==> config.mk <==
export PLATFORM = sky130hd
export DESIGN_NAME = imem_arbiter
export DESIGN_NICKNAME = d
export VERILOG_FILES = /design/src/rtl/imem_arbiter_pkg.sv /design/src/rtl/imem_arbiter_rr_sel.sv /design/src/rtl/imem_arbiter.sv
export SDC_FILE = /design/constraint.sdc
export NUM_CORES = 1
export LEC_CHECK = 0
export ABC_AREA = 1
export BUFFER_PORTS_ARGS = -buffer_cell sky130_fd_sc_hd__buf_4
export CORE_AREA = 2 2 83 85
export CTS_CLUSTER_SIZE = 14
export DETAILED_ROUTE_END_ITERATION = 8
export DIE_AREA = 0 0 85 87
export SYNTH_ARGS = -nofsm -noshare
export SYNTH_HDL_FRONTEND = slang
export SYNTH_SLANG_ARGS = --single-unit
==> constraint.sdc <==
create_clock -name clk -period 1.75 [get_ports clk]
set_clock_uncertainty 0.2 [all_clocks]
set_input_delay 0.35 -clock clk [delete_from_list [all_inputs] [get_ports clk]]
set_output_delay 0.35 -clock clk [all_outputs]
set_load 0.02 [all_outputs]
==> src/rtl/imem_arbiter_pkg.sv <==
// Shared defines and types for the instruction-memory arbiter slice.
// The `define block is the common defines file; the package wraps it in typed names.
`ifndef IMEM_ARBITER_DEFINES
`define IMEM_ARBITER_DEFINES
`define CPU_WIDTH 32
`define INST_MEM_ADDR_WIDTH 10
`define IMEM_ST_BOOT 2'd0
`define IMEM_ST_RUN 2'd1
`define IMEM_ST_FLUSH 2'd2
`endif

package imem_arbiter_pkg;

    typedef enum logic [1:0] {
        ST_BOOT  = `IMEM_ST_BOOT,
        ST_RUN   = `IMEM_ST_RUN,
        ST_FLUSH = `IMEM_ST_FLUSH
    } arb_state_e;

    // Bit positions in the two-entry request/grant vectors.
    localparam int REQ_FETCH = 0;
    localparam int REQ_LD    = 1;

    // Encoding of the last-grant pointer.
    localparam logic LAST_FETCH = 1'b0;
    localparam logic LAST_LD    = 1'b1;

endpackage

==> src/rtl/imem_arbiter_rr_sel.sv <==
// Two-way round-robin selector: a lone requester wins, a tie goes to the
// requester that was not granted last.
module imem_rr_sel
    import imem_arbiter_pkg::*;
(
    input  logic [1:0] req_i,
    input  logic       last_i,
    output logic [1:0] gnt_o
);

    always_comb begin
        gnt_o = 2'b00;
        if (req_i == 2'b11) begin
            gnt_o[REQ_FETCH] = (last_i == LAST_LD);
            gnt_o[REQ_LD]    = (last_i == LAST_FETCH);
        end else begin
            gnt_o = req_i;
        end
    end

endmodule

==> src/rtl/imem_arbiter.sv <==
// Arbitrates one instruction-memory port between the boot loader and the core
// fetch path. BOOT: loader only, FLUSH: one idle cycle, RUN: round-robin.
module imem_arbiter
    import imem_arbiter_pkg::*;
#(
    parameter int CPU_WIDTH = `CPU_WIDTH,
    parameter int AW        = `INST_MEM_ADDR_WIDTH
) (
    input  logic                 clk,
    input  logic                 rst_n,
    input  logic                 fetch_req_i,
    input  logic [CPU_WIDTH-1:0] fetch_addr_i,
    output logic                 fetch_gnt_o,
    output logic                 fetch_rvalid_o,
    output logic [CPU_WIDTH-1:0] fetch_rdata_o,
    output logic                 fetch_err_o,
    input  logic                 ld_req_i,
    input  logic [CPU_WIDTH-1:0] ld_addr_i,
    input  logic [CPU_WIDTH-1:0] ld_wdata_i,
    output logic                 ld_gnt_o,
    input  logic                 ld_done_i,
    output logic                 mem_en_o,
    output logic                 mem_we_o,
    output logic [AW-1:0]        mem_addr_o,
    output logic [CPU_WIDTH-1:0] mem_wdata_o,
    input  logic [CPU_WIDTH-1:0] mem_rdata_i,
    output logic                 boot_done_o,
    output logic [1:0]           state_o
);

    // Handshake: a requester holds req/addr/data until its *_gnt_o is seen high
    // in the same cycle; a fetch response (fetch_rvalid_o) follows one cycle later.

    arb_state_e state_q;
    logic       last_q;
    logic       boot_done_q;
    logic       rvalid_q;
    logic       err_q;

    logic [1:0]    rr_req;
    logic [1:0]    rr_gnt;
    logic [AW-1:0] fetch_idx;
    logic [AW-1:0] ld_idx;
    logic          fetch_aligned;
    logic          unused_addr_bits;

    // Upper address bits are dropped so addresses wrap modulo 2^AW words.
    assign fetch_idx     = fetch_addr_i[AW+1:2];
    assign ld_idx        = ld_addr_i[AW+1:2];
    assign fetch_aligned = (fetch_addr_i[1:0] == 2'b00);
    assign unused_addr_bits = ^{fetch_addr_i[CPU_WIDTH-1:AW+2],
                                ld_addr_i[CPU_WIDTH-1:AW+2], ld_addr_i[1:0]};

    assign rr_req = {ld_req_i, fetch_req_i};

    imem_rr_sel u_rr_sel (
        .req_i  (rr_req),
        .last_i (last_q),
        .gnt_o  (rr_gnt)
    );

    always_comb begin
        fetch_gnt_o = 1'b0;
        ld_gnt_o    = 1'b0;
        mem_en_o    = 1'b0;
        mem_we_o    = 1'b0;
        mem_addr_o  = ld_idx;
        mem_wdata_o = ld_wdata_i;
        case (state_q)
            ST_BOOT: begin
                ld_gnt_o = ld_req_i;
                mem_en_o = ld_req_i;
                mem_we_o = ld_req_i;
            end
            ST_RUN: begin
                fetch_gnt_o = rr_gnt[REQ_FETCH];
                ld_gnt_o    = rr_gnt[REQ_LD];
                if (rr_gnt[REQ_FETCH]) begin
                    // A misaligned fetch is granted but never touches memory.
                    mem_en_o   = fetch_aligned;
                    mem_addr_o = fetch_idx;
                end else if (rr_gnt[REQ_LD]) begin
                    mem_en_o = 1'b1;
                    mem_we_o = 1'b1;
                end
            end
            default: ;
        endcase
    end

    always_ff @(posedge clk or negedge rst_n) begin
        if (!rst_n) begin
            state_q     <= ST_BOOT;
            last_q      <= LAST_LD;
            boot_done_q <= 1'b0;
            rvalid_q    <= 1'b0;
            err_q       <= 1'b0;
        end else begin
            rvalid_q <= fetch_gnt_o;
            err_q    <= fetch_gnt_o && !fetch_aligned;
            if (fetch_gnt_o) begin
                last_q <= LAST_FETCH;
            end else if (ld_gnt_o && (state_q == ST_RUN)) begin
                last_q <= LAST_LD;
            end
            case (state_q)
                ST_BOOT: begin
                    if (ld_done_i) begin
                        state_q <= ST_FLUSH;
                    end
                end
                ST_FLUSH: begin
                    state_q     <= ST_RUN;
                    boot_done_q <= 1'b1;
                end
                ST_RUN:  state_q <= ST_RUN;
                default: state_q <= ST_BOOT;
            endcase
        end
    end

    // mem_rdata_i is the memory's own output register, valid in the response cycle.
    assign fetch_rdata_o  = (rvalid_q && !err_q) ? mem_rdata_i : '0;
    assign fetch_rvalid_o = rvalid_q;
    assign fetch_err_o    = err_q;
    assign boot_done_o    = boot_done_q;
    assign state_o        = state_q;

endmodule
# After elaboration in Yosys (flattened, before gate mapping)
# Index checks and enable logic that the tools add are counted.
[op_classes]
n_eq_ne = 4
mux = 15
n_reduce_logical = 9
bitwise_logic = 1
[op_table]
columns = ["op", "n"]
rows = [
  ["32-bit 2-to-1 mux", 1],
  ["10-bit 2-to-1 mux", 2],
  ["1-bit 2-to-1 mux", 6],
  ["1-bit one-hot mux with 2 select lines", 3],
  ["2-bit == test, second input constant", 2],
  ["2-bit zero test", 2],
  ["2-bit 2-to-1 mux", 2],
  ["2-bit one-hot mux with 2 select lines", 1],
  ["1-bit logical AND", 3],
  ["2-bit by 1-bit == test with 1-bit output, second input constant", 1],
  ["1-bit zero test", 2],
  ["2-bit inequality test, second input constant", 1],
  ["2-bit nonzero test", 1],
  ["2-bit OR reduction", 1],
  ["1-bit NOT", 1],
]
[word_totals]
in_bits = 133
ff_bits = 6
out_inout_bits = 83

# Logic depth before layout (Yosys ltp)
# Gate-level depths: netlist (run 1).
[depth]
ltp_word = 6
ltp_mapped = 7

# Cells and area by module
# A second synthesis (run 1) with hierarchy kept.
[unflattened]
hier_cells = 173
area_unflattened_um2 = 980.9
[modules_own_cells]
columns = ["module", "cells_per_inst", "seq_area_each_um2", "area_each_um2", "instances"]
rows = [
  ["imem_arbiter", 168, 151.4, 959.7, 1],
  ["imem_rr_sel", 5, 0.0, 21.3, 1],
]

# Worst setup path before layout (run 1)
# No wires, ideal clock.
[synth_timing]
kind = "reg-to-output"
startpoint = "reg state_q[1], in the netlist state_o[1]"
endpoint = "out mem_addr_o[1]"
t_required_ns = 1.200
arrival_ns = 1.318
path_slack_ns = -0.118
stages_incl_launch_ff = 8
path_cell_list = "dfrtp_1 inv_1 ha_1 nand3_4 inv_4 buf_6 nand2_1 nand2_1"
[synth_between]
elab_chain_len = 2
[synth_lines]
columns = ["element", "line", "text"]
rows = [
  ["from (decl)", "imem_arbiter.sv:34", "arb_state_e state_q;"],
  ["from (signal assigned)", "imem_arbiter.sv:93", "state_q <= ST_BOOT;"],
  ["from (signal assigned)", "imem_arbiter.sv:109", "state_q <= ST_FLUSH;"],
  ["from (signal assigned)", "imem_arbiter.sv:113", "state_q <= ST_RUN;"],
  ["2-bit by 1-bit == test with 1-bit output", "imem_arbiter.sv:69", "case (state_q)"],
  ["10-bit 2-to-1 mux", "imem_arbiter.sv:69", ""],
  ["to (decl)", "imem_arbiter.sv:24", "output logic [AW-1:0] mem_addr_o,"],
]
# No other way between the ends.

# Final worst setup path (run 1)
[layout_timing]
startpoint = "reg last_q"
endpoint = "out mem_addr_o[0]"
[layout_between]
elab_chain_len = 3
[layout_lines]
columns = ["element", "line", "text"]
rows = [
  ["from (decl)", "imem_arbiter.sv:35", "logic last_q;"],
  ["from (signal assigned)", "imem_arbiter.sv:94", "last_q <= LAST_LD;"],
  ["from (signal assigned)", "imem_arbiter.sv:102", "last_q <= LAST_FETCH;"],
  ["from (signal assigned)", "imem_arbiter.sv:104", "last_q <= LAST_LD;"],
  ["2-bit 2-to-1 mux", "imem_arbiter_rr_sel.sv:13", "if (req_i == 2'b11) begin"],
  ["10-bit 2-to-1 mux", "imem_arbiter.sv:78", "if (rr_gnt[REQ_FETCH]) begin"],
  ["10-bit 2-to-1 mux", "imem_arbiter.sv:69", ""],
]
# No other way between the ends.

==> results.cfg, run 1 <==
[outcome]
status = finished, violations left
violations = negative setup slack

[place]
port_buffers = 109
hpwl_um = 2920
postPlaceCellArea_um2 = 1700
gp_congestion = 0.657

[grt]
grt_first_pass_wirelength_um = 4880
grt_max_degree = 33
grt_overflow = 0
grt_pass1_vias = 1141
grt_usage_pct = 8.01
antenna_found_initial = 0

[setup_path]
worst_path_most_repeated_cell = nand2_2
slowest_stage = dfstp_2
crit_chain = inv_2, nand2_2, nand3_4, clkbuf_16, nand2_2, nand2_2, buf_6
crit_type = register to primary output
crit_path_max_incr_delay_ns = 0.53
worst-path-buf-inv = 3
crit_arrival_ns = 1.43
path_delay_family = flip-flops
endpoint_kind = primary output
critPathMaxFanout = 5
cp.required_ns = 1.20
start_kind = register

[floorplan]
core_area_um2 = 6570
dieArea_um2 = 7400
num_rows = 30
pin_count = 216
initial_utilization_pct = 14.7
die_y_um = 87
die_w_um = 85

[route]
via_count = 1267
post-route-drc-count = 0
drtPass1Iterations = 3
drtIter0Drc = 7
drt_wl_total_um = 3930
vias_per_cell = 3.75
avgRoutedWirePerCell_um = 11.6
drt.antenna.violating_nets = 0

[power]
combPwrFrac_pct = 77.7
switching_share_pct = 45.4
cellInternalPower_mw = 1.13
p_leak_nw = 1.20
power_frac_seq_pct = 11.9
clockPowerShare_pct = 10.4
p_sw_mw = 0.938
power.density_nw_per_um2 = 1030
ir_worst_vdd_mv = 0.612

[yosys]
yosys.cell_types.count = 18
post-synth-top-count-cell = inv_1
ys_warn_count = 0
synth.top_cells.by_count = 39 x inv_1, 36 x nand2_1, 36 x nor2_1
synth_edf_count = 0
synth_top_area_share_pct = 25.7
yosysTopAreaCell = buf_4
syn_inst = 169
synth_seq_cells = 6
syn_area_um2 = 963
synth_area_leaders = buf_4 26%, inv_1 15%, nand2_1 14%, nor2_1 14%, dfrtp_1 13%
postSynthAreaPerCell_um2 = 5.70
async_flop_share_pct = 100
synth_ff_type = dfrtp_1
ys_seq_area_share_pct = 15.7
syn-num-nets = 306

[timing]
slew_violations = 0
hold_violations = 0
fin_crit_ns = 1.98
fin_hold_ws_ns = 0.207
worst_pin_slew_ns = 0.154
min_period_over_period_pct = 113
setup_tns_ns = -2.80
fmax_ghz = 0.505
setup_violations = 14
slew_headroom_pct = 89.6
setup_ws_ns = -0.229
rsz0062_at_grt = true

[cells_and_area]
fillers = 723
final_nets = 396
final_area_um2 = 2010
multiInputGateArea_um2 = 504
area_delta_synth_final_pct = 109
drive_gt1_share_pct = 64.0
regArea_um2 = 154
n_antenna_cell = 0

[clocking]
clkTransAtPathRegs_ns = 0.03
cts_root_buf = clkbuf_8
numCtsBuffers = 3
cts_tree = done
clk_latency_ns = 0.22
cts_buffer_depth = 2
htreeDepth = 1
clock_sinks = 6

[worst_hold_path]
hold_class = input pin to register

[flow_run]
maxCapViolations = 0
## logic make-up after synthesis
kind of cell,after synthesis,synth area share [%]
fa+ha+maj,4,5.20
flops,6,15.7
simple gates,78,32.9
compound gates,3,1.56
buf+inv,78,44.7
## per-layer routing
metal / track usage, % / vias to the layer above / part of all wire [%] / wire (um)
li1: - / 616 / - / -
met4: 2.16 / 0 / 0 / 0
met5: 0 / - / 0 / 0
met2: 17.3 / 109 / 54 / 2140
met1: 6.72 / 542 / 31 / 1230
met3: 2.65 / 0 / 14 / 555
## what timing repair did
action	4_1_cts	5_1_grt
gates resized for setup	14	32
pin swaps	1	8
hold buffers	1	0
buffers inserted	1	4
endpoints found under the setup margin	14	29
hold endpoints to repair	6	0
cloned	0	3
## state kept, by name (all words and copies together), names as in the netlist
name	flops
fetch_rvalid_o	1
state_o	2
boot_done_o	1
fetch_err_o	1
last_q	1
## cell usage in the layout, fill, tap and decap left out, drive strengths merged
cell type,instances
a21oi,1
buf,118
clkbuf,7
dfrtp,5
dfstp,1
dlygate4sd3,1
ha,4
inv,41
nand2,37
nand3,3
nor2,36
o21ai,2
or2,2
## final cells by class
| cell class | instances | share of cell area (%) |
|---|---|---|
| flip-flops and latches | 6 | 7.65 |
| repair buffers | 122 | 51.9 |
| well taps | 80 | 4.98 |
| inverters | 41 | 8.15 |
| clock buffers | 4 | 2.24 |
| multi-input cells | 85 | 25.1 |
## path summary, 6_finish.rpt
path	startpoint	to	slack [ns]	cells after the start
worst max-delay path	last_q	mem_addr_o[0]	-0.23	7
worst min-delay path	fetch_addr_i[0]	fetch_err_o	0.21	3
worst max register to register	state_o[0]	state_o[1]	0.32	6
worst min register to register	boot_done_o	boot_done_o	0.27	1
max in group asynchronous	rst_n	last_q	0.87	2
min in group asynchronous	rst_n	boot_done_o	0.27	2
## worst register-to-register path: cells and delay by family (launching register included)
family	cells	cell delay, ns
flip-flops	1	0.43
AND/OR/NAND/NOR	2	0.30
adder cells (fa/ha/maj)	1	0.17
buffers and inverters	2	0.13
AO/OA/AOI/OAI	1	0.08
## stage by stage
stage               power (mW)  setup slack (ns)  util (%)  instances
global route              2.21            -0.284      30.6        338
global placement          1.53            0.0318      25.8        325
floorplan                 1.06            0.0423         -        169
CTS                       1.85            -0.217      27.5        331
finish                    2.07            -0.229      30.6        338
detailed placement        1.55            0.0141      25.8        325
## power by group through the flow
| stage | clock [mW] | combinational [mW] | sequential [mW] |
|---|---|---|---|
| 6_report | 0.216 | 1.61 | 0.246 |
| 5_1_grt | 0.238 | 1.73 | 0.250 |
| 4_1_cts | 0.225 | 1.39 | 0.242 |
| 3_5_place_dp | 0 | 1.32 | 0.238 |
| 3_3_place_gp | 0 | 1.30 | 0.238 |
| 2_1_floorplan | 0 | 0.785 | 0.277 |
(Power assumes the default switching activity.)
==> run 2, diff against run 1 <==
--- a/config.mk
+++ b/config.mk
@@ -7,10 +7,14 @@
 export LEC_CHECK = 0
 export ABC_AREA = 1
 export BUFFER_PORTS_ARGS = -buffer_cell sky130_fd_sc_hd__buf_4
-export CORE_AREA = 2 2 83 85
+export CELL_PAD_IN_SITES_DETAIL_PLACEMENT = 1
+export CELL_PAD_IN_SITES_GLOBAL_PLACEMENT = 2
+export CORE_ASPECT_RATIO = 0.5
+export CORE_MARGIN = 2
+export CORE_UTILIZATION = 10
 export CTS_CLUSTER_SIZE = 14
 export DETAILED_ROUTE_END_ITERATION = 8
-export DIE_AREA = 0 0 85 87
+export PLACE_DENSITY_LB_ADDON = 0.1
 export SYNTH_ARGS = -nofsm -noshare
 export SYNTH_HDL_FRONTEND = slang
 export SYNTH_SLANG_ARGS = --single-unit
==> run 2 against run 1 <==
  * The flow still finishes with violations (negative setup slack)
  * Clock power increased by 75%
  * Worst setup slack improved by 0.035 ns
  * Sequential cell count unchanged
  * Combinational power increased by 6%
  * Final area increased by 9.5%
  * Maximum frequency increased by 1.8%
  * Die area increased by 42%
  * Sequential share of layout area decreased by 0.66 points
  * Wire length increased by 4.0%
  * Global-route usage decreased by 1.6 points
  * Sequential power about the same
  * Critical path type unchanged
==> results.cfg, run 2 (synthesis gave the netlist of run 1 again) <==
[outcome]
status = finished, violations left
violations = negative setup slack

[place]
place_ws_ns = -0.00836
port_buffers = 109
dpl.cell_count = 381
postPlaceCellArea_um2 = 1760
gp_congestion = 0.636
hpwl_um = 3030

[cells_and_area]
drive_gt1_share_pct = 69.5
final_area_um2 = 2200
largest_reg_flops = 2
final_nets = 397
layout_common_cells = 94 x buf_4, 36 x inv_1, 24 x buf_6, 17 x nand2_1
n_antenna_cell = 0
multiInputGateArea_um2 = 567
fillers = 1151
regArea_um2 = 154
layoutNonFillerInstCount = 394
area_delta_synth_final_pct = 129
layout_commonest_cell = buf_4
fin_util_pct = 23.4

[power]
p_leak_nw = 1.21
power.density_nw_per_um2 = 1060
ir_worst_vdd_mv = 0.255

[route]
post-route-drc-count = 0
drtIter0Drc = 20
drt_wl_total_um = 4080
via_count = 1268
vias_per_cell = 3.22
drt.antenna.violating_nets = 0
drtPass1Iterations = 3
avgRoutedWirePerCell_um = 10.4

[timing]
worst_pin_slew_ns = 0.169
slew_headroom_pct = 88.6
rsz0062_at_grt = true
setup_violations = 14
slew_violations = 0
fin_crit_ns = 1.94
hold_violations = 0
setup_ws_ns = -0.195
min_period_over_period_pct = 111
fmax_ghz = 0.514

[floorplan]
die_w_um = 143
core_area_um2 = 9420
dieArea_um2 = 10500
die_y_um = 73.4
initial_utilization_pct = 10.2
num_rows = 25
pin_count = 216

[setup_path]
rrSetupSlack_ns = 0.27
r2r-end = boot_done_o
cp.required_ns = 1.20
r2r.worst_path.cells = 5
reg2reg_from = state_o[0]
endpoint_kind = primary output
crit_type = register to primary output
start_kind = register
critPathMaxFanout = 6
crit_arrival_ns = 1.39

[clocking]
htreeDepth = 1
clock_sinks = 6
cts_root_buf = clkbuf_16
cts_buffer_depth = 2
numCtsBuffers = 3
clkTransAtPathRegs_ns = 0.04
cts_tree = done
clk_latency_ns = 0.23

[grt]
grt_overflow = 0
grt_usage_pct = 6.44
grt_max_degree = 33
grt_first_pass_wirelength_um = 5500
antenna_found_initial = 0
grt_pass1_vias = 1209

[worst_hold_path]
min_from = fetch_addr_i[0]
min_path_cells = 3
hold_class = input pin to register
holdPathEnd = fetch_err_o

[flow_run]
maxCapViolations = 0
==> run 2: cell types whose count changed in the layout (fill, tap and decap cells not counted), moves of 2 or more <==
cell	delta
nand2_1	+3
nor2_2	+8
nor2_1	-15
clkbuf_16	+2
buf_6	+11
nand2_4	-3
clkbuf_8	-3
buf_4	-9
nor2_4	+7
==> run 2: worst max path at each step <==
stage / start / end / cells past startpoint / slack [ns]
after detailed placement: state_o[0] / mem_en_o / 7 / -0.008
final: state_o[1] / mem_addr_o[7] / 7 / -0.19
after global routing: state_o[1] / mem_en_o / 7 / -0.27
after floorplan: state_o[1] / mem_addr_o[1] / 7 / 0.04
after CTS: state_o[1] / mem_en_o / 7 / -0.21
after global placement: state_o[0] / mem_en_o / 7 / 0.01
==> run 2: per-stage QoR <==
stage | hold WS (ns) | TNS [ns] | power, mW
floorplan | -0.146 | 0 | 1.06
global placement | -0.0385 | 0 | 1.57
detailed placement | -0.0388 | -0.00836 | 1.58
CTS | 0.200 | -2.55 | 2.14
global route | 0.217 | -3.69 | 2.50
finish | 0.196 | -2.41 | 2.33
==> run 2: report_power, final <==
part	total [mW]	switching (mW)	leakage, nW	internal [mW]
Sequential	0.247	0.0476	0.0685	0.199
Clock	0.377	0.0750	0.0382	0.302
Combinational	1.70	0.884	1.11	0.819
Total	2.33	1.01	1.21	1.32
==> run 2: worst max-delay path, stage by stage, from the launching register on <==
cell	delay [ns]
dfrtp_2	0.41
inv_4	0.08
ha_4	0.15
nand3_4	0.11
buf_8	0.17
nand2_2	0.06
nand2_2	0.05
buf_6	0.12
==> run 2: repair_timing <==
action / in CTS / in global routing
endpoints found under the hold margin: 6 / 0
hold buffers: 1 / 0
endpoints found under the setup margin: 14 / 46
pin swaps: 6 / 2
cloned: 0 / 3
setup buffers: 3 / 2
resized for setup: 25 / 52
==> run 2: cell type report <==
cell class,instances,area share [%]
flip-flops and latches,6,6.98
clock buffers,4,3.58
inverters,41,7.44
multi-input cells,85,25.7
well taps,135,7.67
repair buffers,123,48.6
==> run 2: layer usage <==
layer / track usage (%) / up-vias / wire length, um
met5: 0 / - / 0
met4: 3.08 / 0 / 59
met3: 0.717 / 10 / 250
met2: 12.7 / 56 / 2250
met1: 7.00 / 584 / 1520
li1: - / 618 / -
